`src/rtl/bist_ctrl_pkg.sv`:
```
// Shared definitions for the BIST controller: state encoding and the
// signature defaults that must agree with the ORA and pattern generator.
package bist_ctrl_pkg;

  typedef enum logic [2:0] {
    ST_IDLE   = 3'd0,
    ST_INIT   = 3'd1,
    ST_RUN    = 3'd2,
    ST_SETTLE = 3'd3,
    ST_DONE   = 3'd4
  } state_t;

  localparam int                   DEF_SIG_W      = 3;
  localparam logic [DEF_SIG_W-1:0] DEF_GOLDEN_SIG = 3'b101;

endpackage

```
`src/rtl/bist_cycle_cnt.sv`:
```
// Up-counter cleared by clr, advancing on inc, with a flag raised on the
// last count of a TERM-long window. It holds at the last count instead of wrapping.
module bist_cycle_cnt #(
  parameter int W    = 3,
  parameter int TERM = 7
) (
  input  logic clk,
  input  logic rst_n,
  input  logic clr,
  input  logic inc,
  output logic tc
);

  localparam logic [W-1:0] LAST = W'(TERM - 1);

  logic [W-1:0] cnt;

  always_ff @(posedge clk or negedge rst_n) begin
    if (!rst_n) begin
      cnt <= '0;
    end else if (clr) begin
      cnt <= '0;
    end else if (inc && !tc) begin
      cnt <= cnt + 1'b1;
    end
  end

  assign tc = (cnt == LAST);

endmodule

```
`src/rtl/bist_ctrl.sv`:
```
// BIST sequencer: pulses init, holds en for N_PATTERNS cycles, waits a settle
// window, then captures the ORA signature and flags pass against GOLDEN_SIG.
module bist_ctrl
  import bist_ctrl_pkg::*;
#(
  parameter int               SIG_W      = DEF_SIG_W,
  parameter int               N_PATTERNS = 7,
  parameter int               CNT_W      = 3,
  parameter int               SETTLE_CYC = 1,
  parameter logic [SIG_W-1:0] GOLDEN_SIG = DEF_GOLDEN_SIG
) (
  input  logic             clk,
  input  logic             rst_n,
  input  logic             start,
  input  logic             abort,
  input  logic [SIG_W-1:0] sig,
  output logic             init,
  output logic             en,
  output logic             busy,
  output logic             done,
  output logic             pass,
  output logic [SIG_W-1:0] sig_cap
);

  localparam int SCNT_W = (SETTLE_CYC > 1) ? $clog2(SETTLE_CYC) : 1;

  function automatic logic sig_match(input logic [SIG_W-1:0] s);
    return (s == GOLDEN_SIG);
  endfunction

  state_t state;
  logic   p_tc;
  logic   s_tc;

  // Counters sit at zero outside their own state, so each window starts fresh.
  bist_cycle_cnt #(.W(CNT_W), .TERM(N_PATTERNS)) u_pcnt (
    .clk   (clk),
    .rst_n (rst_n),
    .clr   (state != ST_RUN),
    .inc   (state == ST_RUN),
    .tc    (p_tc)
  );

  bist_cycle_cnt #(.W(SCNT_W), .TERM(SETTLE_CYC)) u_scnt (
    .clk   (clk),
    .rst_n (rst_n),
    .clr   (state != ST_SETTLE),
    .inc   (state == ST_SETTLE),
    .tc    (s_tc)
  );

  always_ff @(posedge clk or negedge rst_n) begin
    if (!rst_n) begin
      state   <= ST_IDLE;
      init    <= 1'b0;
      en      <= 1'b0;
      busy    <= 1'b0;
      done    <= 1'b0;
      pass    <= 1'b0;
      sig_cap <= '0;
    end else if (abort) begin
      state   <= ST_IDLE;
      init    <= 1'b0;
      en      <= 1'b0;
      busy    <= 1'b0;
      done    <= 1'b0;
      pass    <= 1'b0;
      sig_cap <= '0;
    end else begin
      case (state)
        ST_IDLE, ST_DONE: begin
          if (start) begin
            state   <= ST_INIT;
            init    <= 1'b1;
            busy    <= 1'b1;
            done    <= 1'b0;
            pass    <= 1'b0;
            sig_cap <= '0;
          end
        end
        ST_INIT: begin
          state <= ST_RUN;
          init  <= 1'b0;
          en    <= 1'b1;
        end
        ST_RUN: begin
          if (p_tc) begin
            state <= ST_SETTLE;
            en    <= 1'b0;
          end
        end
        ST_SETTLE: begin
          if (s_tc) begin
            state   <= ST_DONE;
            busy    <= 1'b0;
            done    <= 1'b1;
            pass    <= sig_match(sig);
            sig_cap <= sig;
          end
        end
        default: begin
          state <= ST_IDLE;
          init  <= 1'b0;
          en    <= 1'b0;
          busy  <= 1'b0;
        end
      endcase
    end
  end

endmodule

```
`config.mk`:
```
export PLATFORM = sky130hd
export DESIGN_NAME = bist_ctrl
export DESIGN_NICKNAME = d
export VERILOG_FILES = /design/src/rtl/bist_ctrl_pkg.sv /design/src/rtl/bist_cycle_cnt.sv /design/src/rtl/bist_ctrl.sv
export SDC_FILE = /design/constraint.sdc
export NUM_CORES = 1
export LEC_CHECK = 0
export ABC_CLOCK_PERIOD_IN_PS = 1800
export CAP_MARGIN = 5
export CORE_MARGIN = 2
export CORE_UTILIZATION = 49
export DETAILED_ROUTE_END_ITERATION = 16
export GPL_TIMING_DRIVEN = 0
export PLACE_DENSITY = 0.81
export SKIP_CTS_REPAIR_TIMING = 1
export SYNTH_ARGS = -nofsm -noshare
export SYNTH_HDL_FRONTEND = slang
export SYNTH_HIERARCHICAL = 1
export SYNTH_SLANG_ARGS = --single-unit
```
`constraint.sdc`:
```
create_clock -name clk -period 1.8 [get_ports clk]
set_input_delay 0.36 -clock clk [delete_from_list [all_inputs] [get_ports clk]]
set_output_delay 0.36 -clock clk [all_outputs]
set_load 0.1 [all_outputs]
```
==> results of run 1 <==
[routing by layer]
layer	track usage (%)	wire length [um]	up-vias	share of wire (%)
met5	0	0	-	0
met4	9.09	30	0	2.2
met3	6.12	88	3	6.4
met2	26.5	590	15	43
met1	23.8	666	268	48
li1	-	-	289	-
[report_power, final]
group | switching, uW | internal [uW] | total [uW] | leakage [uW]
Clock | 111 | 86.4 | 198 | 0.0000150
Combinational | 111 | 47.7 | 159 | 0.000307
Sequential | 7.63 | 349 | 357 | 0.000205
[layout make-up]
class / count / area share, %
timing repair buffer: 13 / 13.3
inverter: 7 / 2.73
clock buffer: 4 / 2.73
sequential: 15 / 39.1
buffer: 3 / 2.08
multi-input combinational: 50 / 38.0
tap: 16 / 2.08
[flip-flops by register name, indices dropped and copies added (netlist names)]
name        flops
pass            1
done            1
en              1
init            1
state           3
u_pcnt/cnt      3
busy            1
u_scnt/cnt      1
sig_cap         3
[worst reg2reg max path, stage by stage (launching register included)]
cell	delay, ps
dfrtp_1	330
buf_4	150
nor2b_1	220
and2b_1	200
a21boi_2	220
mux2_1	340
[cell usage after synthesis]
cell type	count
nand3_1	1
a2bb2oi_1	1
nor4_1	1
inv_1	7
o311a_4	1
nor2_1	4
a21bo_2	1
dfrtp_1	15
nor3b_2	1
nor2b_1	3
nand2_1	5
or2b_1	1
nand4b_2	1
a22o_2	2
nor3_1	2
and3_1	1
and2b_1	2
a21boi_2	1
o41ai_2	1
ha_1	2
o21ai_0	3
a21oi_1	8
mux2_1	2
nand2b_1	1
a21o_2	1
clkbuf_2	1
buf_4	2
and4b_2	1
and2_1	3
[kinds of logic (layout without fill, tap and decap cells)]
family                     Yosys count  after routing  synth area share [%]
DFF                                 15             15                  47.7
muxes                                2              2                  2.86
adders and majority gates            2              2                  3.18
buffers and inverters               10             27                  5.88
and+or+nand+nor                     27             27                  21.1
AOI/OAI and AO/OA                   19             19                  19.2
[stage by stage]
| stage | worst slack [ps] | hold WS (ps) | instance area [um^2] | util [%] | cells |
|---|---|---|---|---|---|
| after CTS | -404 | 312 | 963 | 64.0 | 108 |
| after floorplan | 384 | 64.4 | 787 | - | 75 |
| final | 45.9 | 323 | 961 | 63.8 | 108 |
| after global routing | 5.35 | 335 | 961 | 63.8 | 108 |
| after detailed placement | -63.8 | 468 | 937 | 62.2 | 104 |
| after global placement | -67.2 | 463 | 937 | 62.2 | 104 |
[cell usage in the layout (no fill, tap or decap), drive strengths merged, types with 3 or more instances in the layout]
cell	instances
dfrtp	15
a21oi	8
clkbuf	8
inv	7
nand2	5
clkdlybuf4s50	5
dlymetal6s2s	5
nor2	4
nor2b	3
and2	3
o21ai	3
[worst max path at each step]
stage / end / cells after the start / slack (ps)
floorplan: u_pcnt/cnt[0] / 5 / 380
global placement: en / 1 / -70
detailed placement: en / 1 / -60
CTS: en / 1 / -400
global route: sig_cap[2] / 1 / 5
finish: sig_cap[0] / 1 / 50
==> flow_summary_export.csv, run 1 <==
group,metric,value,unit
route,route.antenna.remaining_nets,0,
global_routing,grt_pass1_vias,568,
synthesis,synth_top_area_share,47.7,%
global_routing,grt.total_usage,18.0,%
global_routing,grt_start_max_net_pins,16,
run,maxCapViolations,0,
power,p_per_area,742,nW/um^2
power,vdd_drop_max,0.414,mV
status,status,"finished clean",
floorplan,start_util,52.2,%
layout,syn_to_final_growth,22.1,%
route,via_count,575,
critical_path,cp_slowest_stage_delay,740,ps
layout,antenna_cells,0,
floorplan,io_pins,15,
placed_design,portBuffers,13,
cts,cts_buffers,3,
floorplan,num_rows,14,
critical_path,critPathMaxFanout,2,
critical_path,cp_top_family,"buffers and inverters",
cts,clk_pin_slew,90,ps
power,leakagePower,0.000527,uW
sta,fin_crit,1750,ps
critical_path,worst_ep_arrival_time,1390,ps
critical_path,end_kind,"primary output",
critical_path,critical_path_class,"register to primary output",
route,dr.pass1.iters,4,
layout,seq_area,375,um^2
global_routing,antenna_found_initial,0,
synthesis,netlist_top_cells_area,"dfrtp_1 48%, a21oi_1 5.1%, inv_1 3.3%, ha_1 3.2%, mux2_1 2.9%",
cts,cts_tree,"done",
critical_path,reg2regPathDepth,5,
critical_path,crit_chain,"dlymetal6s2s_1",
cts,insertion_delay,290,ps
layout,fin_nets,102,
floorplan,coreArea,1510,um^2
sta,hold_viol,0,
synthesis,syn_inst,75,
global_routing,grt_pass1_wl,2420,um
floorplan,design.die.area,1940,um^2
placed_design,gp_congestion,0.777,
power,p_total,713,uW
worst_hold_path,hold_path_depth,2,
layout,multi_input_area,365,um^2
critical_path,r2r_start,"state[1]",
critical_path,rrSetupSlack,230,ps
cts,cts_root_buf,"clkbuf_4",
synthesis,synth_fp_nets,84,
critical_path,critPathBufInv,1,
synthesis,postSynthAreaPerCell,10.5,um^2
critical_path,cp.required,1440,ps
sta,max_freq,570,MHz
floorplan,die_w,44.1,um
route,drc,0,
cts,cts_sinks,15,
placed_design,dp_hpwl,999,um
sta,setup_viol,0,
layout,drive_above_1_share,20.7,%
sta,fin_worst_skew,2.02,ps
worst_hold_path,hold_path_startpoint,"abort",
worst_hold_path,holdPathEnd,"state[0]",
synthesis,ys_ff_latch,15,
sta,fin_setup_tns,0,ps
route,first_iter_violations,13,
sta,worstMarginPinSlew,964,ps
critical_path,crit_start,"sig_cap[0]",
synthesis,syn_area,787,um^2
synthesis,yosysTopAreaCell,"dfrtp_1",
layout,final.fill_count,126,
critical_path,cp_slowest_cell,"dlymetal6s2s_1",
sta,fin_crit_sh,97.4,%
critical_path,reg2reg_to,"u_pcnt/cnt[0]",
worst_hold_path,hold_path_class,"primary input to register",
synthesis,yosys.cell_types.count,29,
floorplan,die_y,44.1,um
sta,rsz0062_at_grt,"no",
global_routing,grt-ovfl-total,0,
route,viasPerCell,5.32,
sta,timing.slew.headroom,35.7,%
synthesis,ys_warn_count,6,
cts,clockBufferDepth,2,
route,wl_per_cell,12.7,um
sta,finalMaxSlewViolations,0,
cts,h-tree-depth,1,
route,routed_wl,1380,um
synthesis,synth_seq_area_share,47.7,%
critical_path,critPathLaunchType,"register",
No activity file was read; power rests on OpenSTA's default activity.
==> inputs of run 2 (changes only) <==
==> constraint.sdc (replaced) <==
create_clock -name clk -period 1.8 [get_ports clk]
set_input_delay 0.27 -clock clk [delete_from_list [all_inputs] [get_ports clk]]
set_output_delay 0.27 -clock clk [all_outputs]
set_load 0.1 [all_outputs]
==> run 2 against run 1 <==
  * Combinational power about the same
  * Die area is the same
  * Cell count did not move
  * Fmax increased by 2.9%
  * Register-to-register slack hardly changed
  * Flip-flop and latch count stayed put
  * Critical endpoint is now en
  * Largest power group unchanged
  * Clock power barely moved
  * Worst setup slack gained 49 ps
  * Hold slack got worse by 90 ps
  * Highest routed layer unchanged
==> flow_summary_export.csv, run 2 (synthesis gave the netlist of run 1 again) <==
group,metric,value,unit
critical_path,critPathMaxFanout,3,
route,routed_wl,1380,um
cts,clockBufferDepth,2,
critical_path,critical_path_class,"register to primary output",
floorplan,io_pins,15,
layout,finalInstanceArea,983,um^2
power,p_per_area,729,nW/um^2
sta,max_freq,587,MHz
route,first_iter_violations,13,
critical_path,r2r_start,"state[1]",
sta,fin_crit_sh,94.7,%
critical_path,critPathBufInv,1,
floorplan,die_w,44.1,um
power,leakagePower,0.000575,uW
floorplan,die_y,44.1,um
critical_path,crit_chain,"dlymetal6s2s_1",
placed_design,portBuffers,13,
route,viasPerCell,5.31,
worst_hold_path,hold_path_startpoint,"abort",
power,p_total,717,uW
floorplan,start_util,52.2,%
sta,rsz0062_at_grt,"no",
sta,finalMaxSlewViolations,0,
global_routing,grt_start_max_net_pins,16,
route,wl_per_cell,12.8,um
placed_design,gp_congestion,0.777,
critical_path,cp_slowest_cell,"dlymetal6s2s_1",
critical_path,cp_top_family,"buffers and inverters",
critical_path,cp.required,1530,ps
power,p_switching,231,uW
cts,cts_tree,"done",
sta,setup_slack,95.2,ps
critical_path,crit_start,"en",
layout,layout_common_cells,"15 x dfrtp_1, 8 x a21oi_1, 8 x dlymetal6s2s_1, 7 x inv_1",
placed_design,post-place-cells,104,
power,seqPwrFrac,49.7,%
critical_path,worst_ep_arrival_time,1430,ps
global_routing,antenna_found_initial,0,
layout,drive_above_1_share,17.4,%
sta,fin_worst_skew,1.74,ps
sta,setup_viol,0,
route,dr.pass1.iters,4,
layout,antenna_cells,0,
sta,hold_viol,0,
layout,stdcell_count,108,
floorplan,design.die.area,1940,um^2
critical_path,end_kind,"primary output",
worst_hold_path,hold_path_class,"primary input to register",
cts,insertion_delay,290,ps
global_routing,grt-ovfl-total,0,
cts,cts_buffers,3,
run,maxCapViolations,0,
floorplan,num_rows,14,
cts,cts_root_buf,"clkbuf_4",
power,combPwrFrac,22.6,%
status,status,"finished clean",
global_routing,grt.total_usage,18.0,%
placed_design,pre_cts_slack,26.2,ps
sta,worstMarginPinSlew,965,ps
cts,h-tree-depth,1,
cts,cts_sinks,15,
placed_design,place_area,937,um^2
placed_design,dp_hpwl,999,um
critical_path,cp_slowest_stage_delay,760,ps
power,vdd_drop_max,0.409,mV
power,internal-power,486,uW
layout,syn_to_final_growth,25.0,%
cts,clk_pin_slew,90,ps
global_routing,grt_pass1_wl,2420,um
critical_path,critPathLaunchType,"register",
sta,fin_setup_tns,0,ps
layout,final_common_cell,"dfrtp_1",
layout,reg_top3,"sig_cap (3), state (3), u_pcnt/cnt (3)",
sta,fin_crit,1700,ps
route,route.antenna.remaining_nets,0,
floorplan,coreArea,1510,um^2
global_routing,grt_pass1_vias,568,
power,p_sw_share,32.2,%
route,via_count,573,
sta,timing.slew.headroom,35.6,%
route,drc,0,
power,clkPwrFrac,27.6,%
layout,fin_nets,102,
-- run 2: power groups by stage --
stage,clock [uW],sequential [uW],combinational (uW)
after floorplan,0,424,55.6
after global placement,0,363,163
after detailed placement,0,364,164
after CTS,209,357,164
after global routing,217,358,173
final,198,357,162
-- run 2: worst register-to-register path: stages (launching register included) --
cell      delay [ps]
dfrtp_1          330
buf_4            150
nor2b_1          220
and2b_1          200
a21boi_2         220
mux2_1           340
-- run 2: per-layer routing --
layer / global-route usage, % / share of wire [%] / vias up
li1: - / - / 289
met1: 23.8 / 49 / 266
met2: 26.5 / 43 / 15
met3: 6.12 / 6.0 / 3
met4: 9.09 / 2.2 / 0
met5: 0 / 0 / -
-- run 2: path summary, 6_finish.rpt --
kind                                  to  cells past startpoint  slack, ps
setup / recovery                      en                      1        100
hold / removal                  state[0]                      2        230
setup reg to reg           u_pcnt/cnt[0]                      5        230
hold reg to reg                     pass                      2        490
max in group asynchronous  u_pcnt/cnt[1]                      1        990
min in group asynchronous     u_scnt/cnt                      1        380
-- run 2: final cells by class --
| type | count | area [um^2] |
|---|---|---|
| fillers | 123 | 523 |
| plain buffers | 3 | 20.0 |
| well taps | 16 | 20.0 |
| flip-flops and latches | 15 | 375 |
| inverters | 7 | 26.3 |
| clock buffers | 4 | 26.3 |
| repair buffers | 13 | 150 |
| multi-input cells | 50 | 365 |
-- run 2: metrics by stage --
| stage | util, % | hold WS, ps |
|---|---|---|
| finish | 65.3 | 233 |
| global route | 65.3 | 245 |
| CTS | 64.0 | 222 |
| detailed placement | 62.2 | 468 |
| global placement | 62.2 | 463 |
| floorplan | - | -25.6 |
==> inputs of run 3 (changes only) <==
--- a/config.mk
+++ b/config.mk
@@ -11,7 +11,8 @@
 export CORE_UTILIZATION = 49
 export DETAILED_ROUTE_END_ITERATION = 16
 export GPL_TIMING_DRIVEN = 0
-export PLACE_DENSITY = 0.81
+export PLACE_DENSITY_LB_ADDON = 0.08
+export RECOVER_POWER = 25
 export SKIP_CTS_REPAIR_TIMING = 1
 export SYNTH_ARGS = -nofsm -noshare
 export SYNTH_HDL_FRONTEND = slang
==> run 3 against run 2 <==
  * Hold slack better by 3.6 ps
  * Sequential share of layout area about the same
  * Critical path type unchanged
  * First-iteration DRC count down 62%
  * Power down 1.1%
  * Combinational power about the same
==> flow_summary_export.csv, run 3 (synthesis gave the netlist of run 1 again) <==
group,metric,value,unit
status,status,"finished clean",
critical_path,worstSetupPathDepth,1,
cts,insertion_delay,290,ps
sta,fin_crit,1680,ps
placed_design,pre_cts_slack,50.1,ps
layout,drive_above_1_share,18.5,%
route,dr.pass1.iters,4,
run,maxCapViolations,0,
sta,hold_viol,0,
power,leakagePower,0.000578,uW
critical_path,critPathMaxFanout,3,
floorplan,die_y,44.1,um
floorplan,num_rows,14,
route,routed_wl,1360,um
power,vdd_drop_max,0.438,mV
sta,timing.slew.headroom,34.6,%
critical_path,end_kind,"primary output",
placed_design,place_area,937,um^2
global_routing,grt_pass1_wl,2390,um
layout,layout_common_cells,"15 x dfrtp_1, 8 x a21oi_1, 8 x dlymetal6s2s_1, 7 x inv_1, 5 x nand2_1",
sta,holdWs,237,ps
cts,cts_buffers,3,
layout,final_common_cell,"dfrtp_1",
critical_path,rrSetupSlack,230,ps
route,first_iter_violations,5,
worst_hold_path,hold_path_depth,2,
sta,worstMarginPinSlew,979,ps
global_routing,antenna_found_initial,0,
worst_hold_path,hold_path_startpoint,"abort",
critical_path,cp_slowest_cell,"dlymetal6s2s_1",
placed_design,dp_hpwl,1020,um
floorplan,io_pins,15,
sta,fin_crit_sh,93.2,%
global_routing,grt_pass1_vias,557,
cts,cts_tree,"done",
route,via_count,572,
cts,cts_sinks,15,
global_routing,grt-ovfl-total,0,
cts,h-tree-depth,1,
floorplan,design.die.area,1940,um^2
layout,fin_nets,102,
sta,fin_setup_tns,0,ps
sta,setup_viol,0,
route,drc,0,
layout,antenna_cells,0,
critical_path,critical_path_class,"register to primary output",
layout,syn_to_final_growth,25.1,%
layout,final_util,65.4,%
critical_path,critPathBufInv,1,
route,wl_per_cell,12.6,um
power,p_per_area,720,nW/um^2
critical_path,r2r_start,"state[1]",
critical_path,cp_top_family,"buffers and inverters",
worst_hold_path,hold_path_class,"primary input to register",
floorplan,start_util,52.2,%
floorplan,coreArea,1510,um^2
sta,fin_worst_skew,13.0,ps
placed_design,gp_congestion,0.763,
sta,max_freq,596,MHz
floorplan,die_w,44.1,um
worst_hold_path,holdPathEnd,"init",
global_routing,grt.total_usage,17.5,%
critical_path,reg2regPathDepth,5,
critical_path,crit_chain,"dlymetal6s2s_1",
sta,rsz0062_at_grt,"no",
sta,setup_slack,123,ps
layout,finalInstanceArea,985,um^2
layout,reg_top3,"sig_cap (3), state (3), u_pcnt/cnt (3)",
cts,clk_pin_slew,100,ps
cts,cts_root_buf,"clkbuf_4",
critical_path,worst_ep_arrival_time,1410,ps
sta,finalMaxSlewViolations,0,
critical_path,cp_slowest_stage_delay,750,ps
cts,clockBufferDepth,2,
critical_path,critPathLaunchType,"register",
critical_path,reg2reg_to,"u_pcnt/cnt[1]",
global_routing,grt_start_max_net_pins,16,
route,viasPerCell,5.30,
route,route.antenna.remaining_nets,0,
critical_path,cp.required,1530,ps
placed_design,portBuffers,13,
==> run 3: layout make-up <==
type | count | area, um^2
buffer | 3 | 20.0
clock buffer | 3 | 22.5
clock inverter | 1 | 5.00
fill | 120 | 522
inverter | 7 | 26.3
multi-input combinational | 50 | 365
sequential | 15 | 375
tap | 16 | 20.0
timing repair buffer | 13 | 150
==> run 3: how the worst max path moves through the flow <==
stage | start | end | slack (ps)
after CTS | done | done | -280
after detailed placement | en | en | 50
after global routing | en | en | 60
final | en | en | 120
after floorplan | state[1] | u_pcnt/cnt[0] | 380
after global placement | en | en | 50
==> run 3: power breakdown <==
part	internal (uW)	switching [uW]	leakage, uW
Sequential	349	6.79	0.000205
Clock	82.6	108	0.0000177
Combinational	50.6	112	0.000356
Total	482	227	0.000578
==> run 3: stage by stage <==
step           std cells  power [uW]
6_report             108         709
5_1_grt              108         751
4_1_cts              108         717
3_5_place_dp         104         527
3_3_place_gp         104         525
2_1_floorplan         75         480
==> run 3: layer usage <==
metal | vias to the layer above | share of wire (%) | wire length (um) | global-route usage, %
li1 | 296 | - | - | -
met1 | 259 | 48 | 657 | 23.9
met2 | 13 | 45 | 609 | 24.7
met3 | 4 | 3.6 | 49 | 3.67
met4 | 0 | 3.0 | 41 | 12.7
met5 | - | 0 | 0 | 0
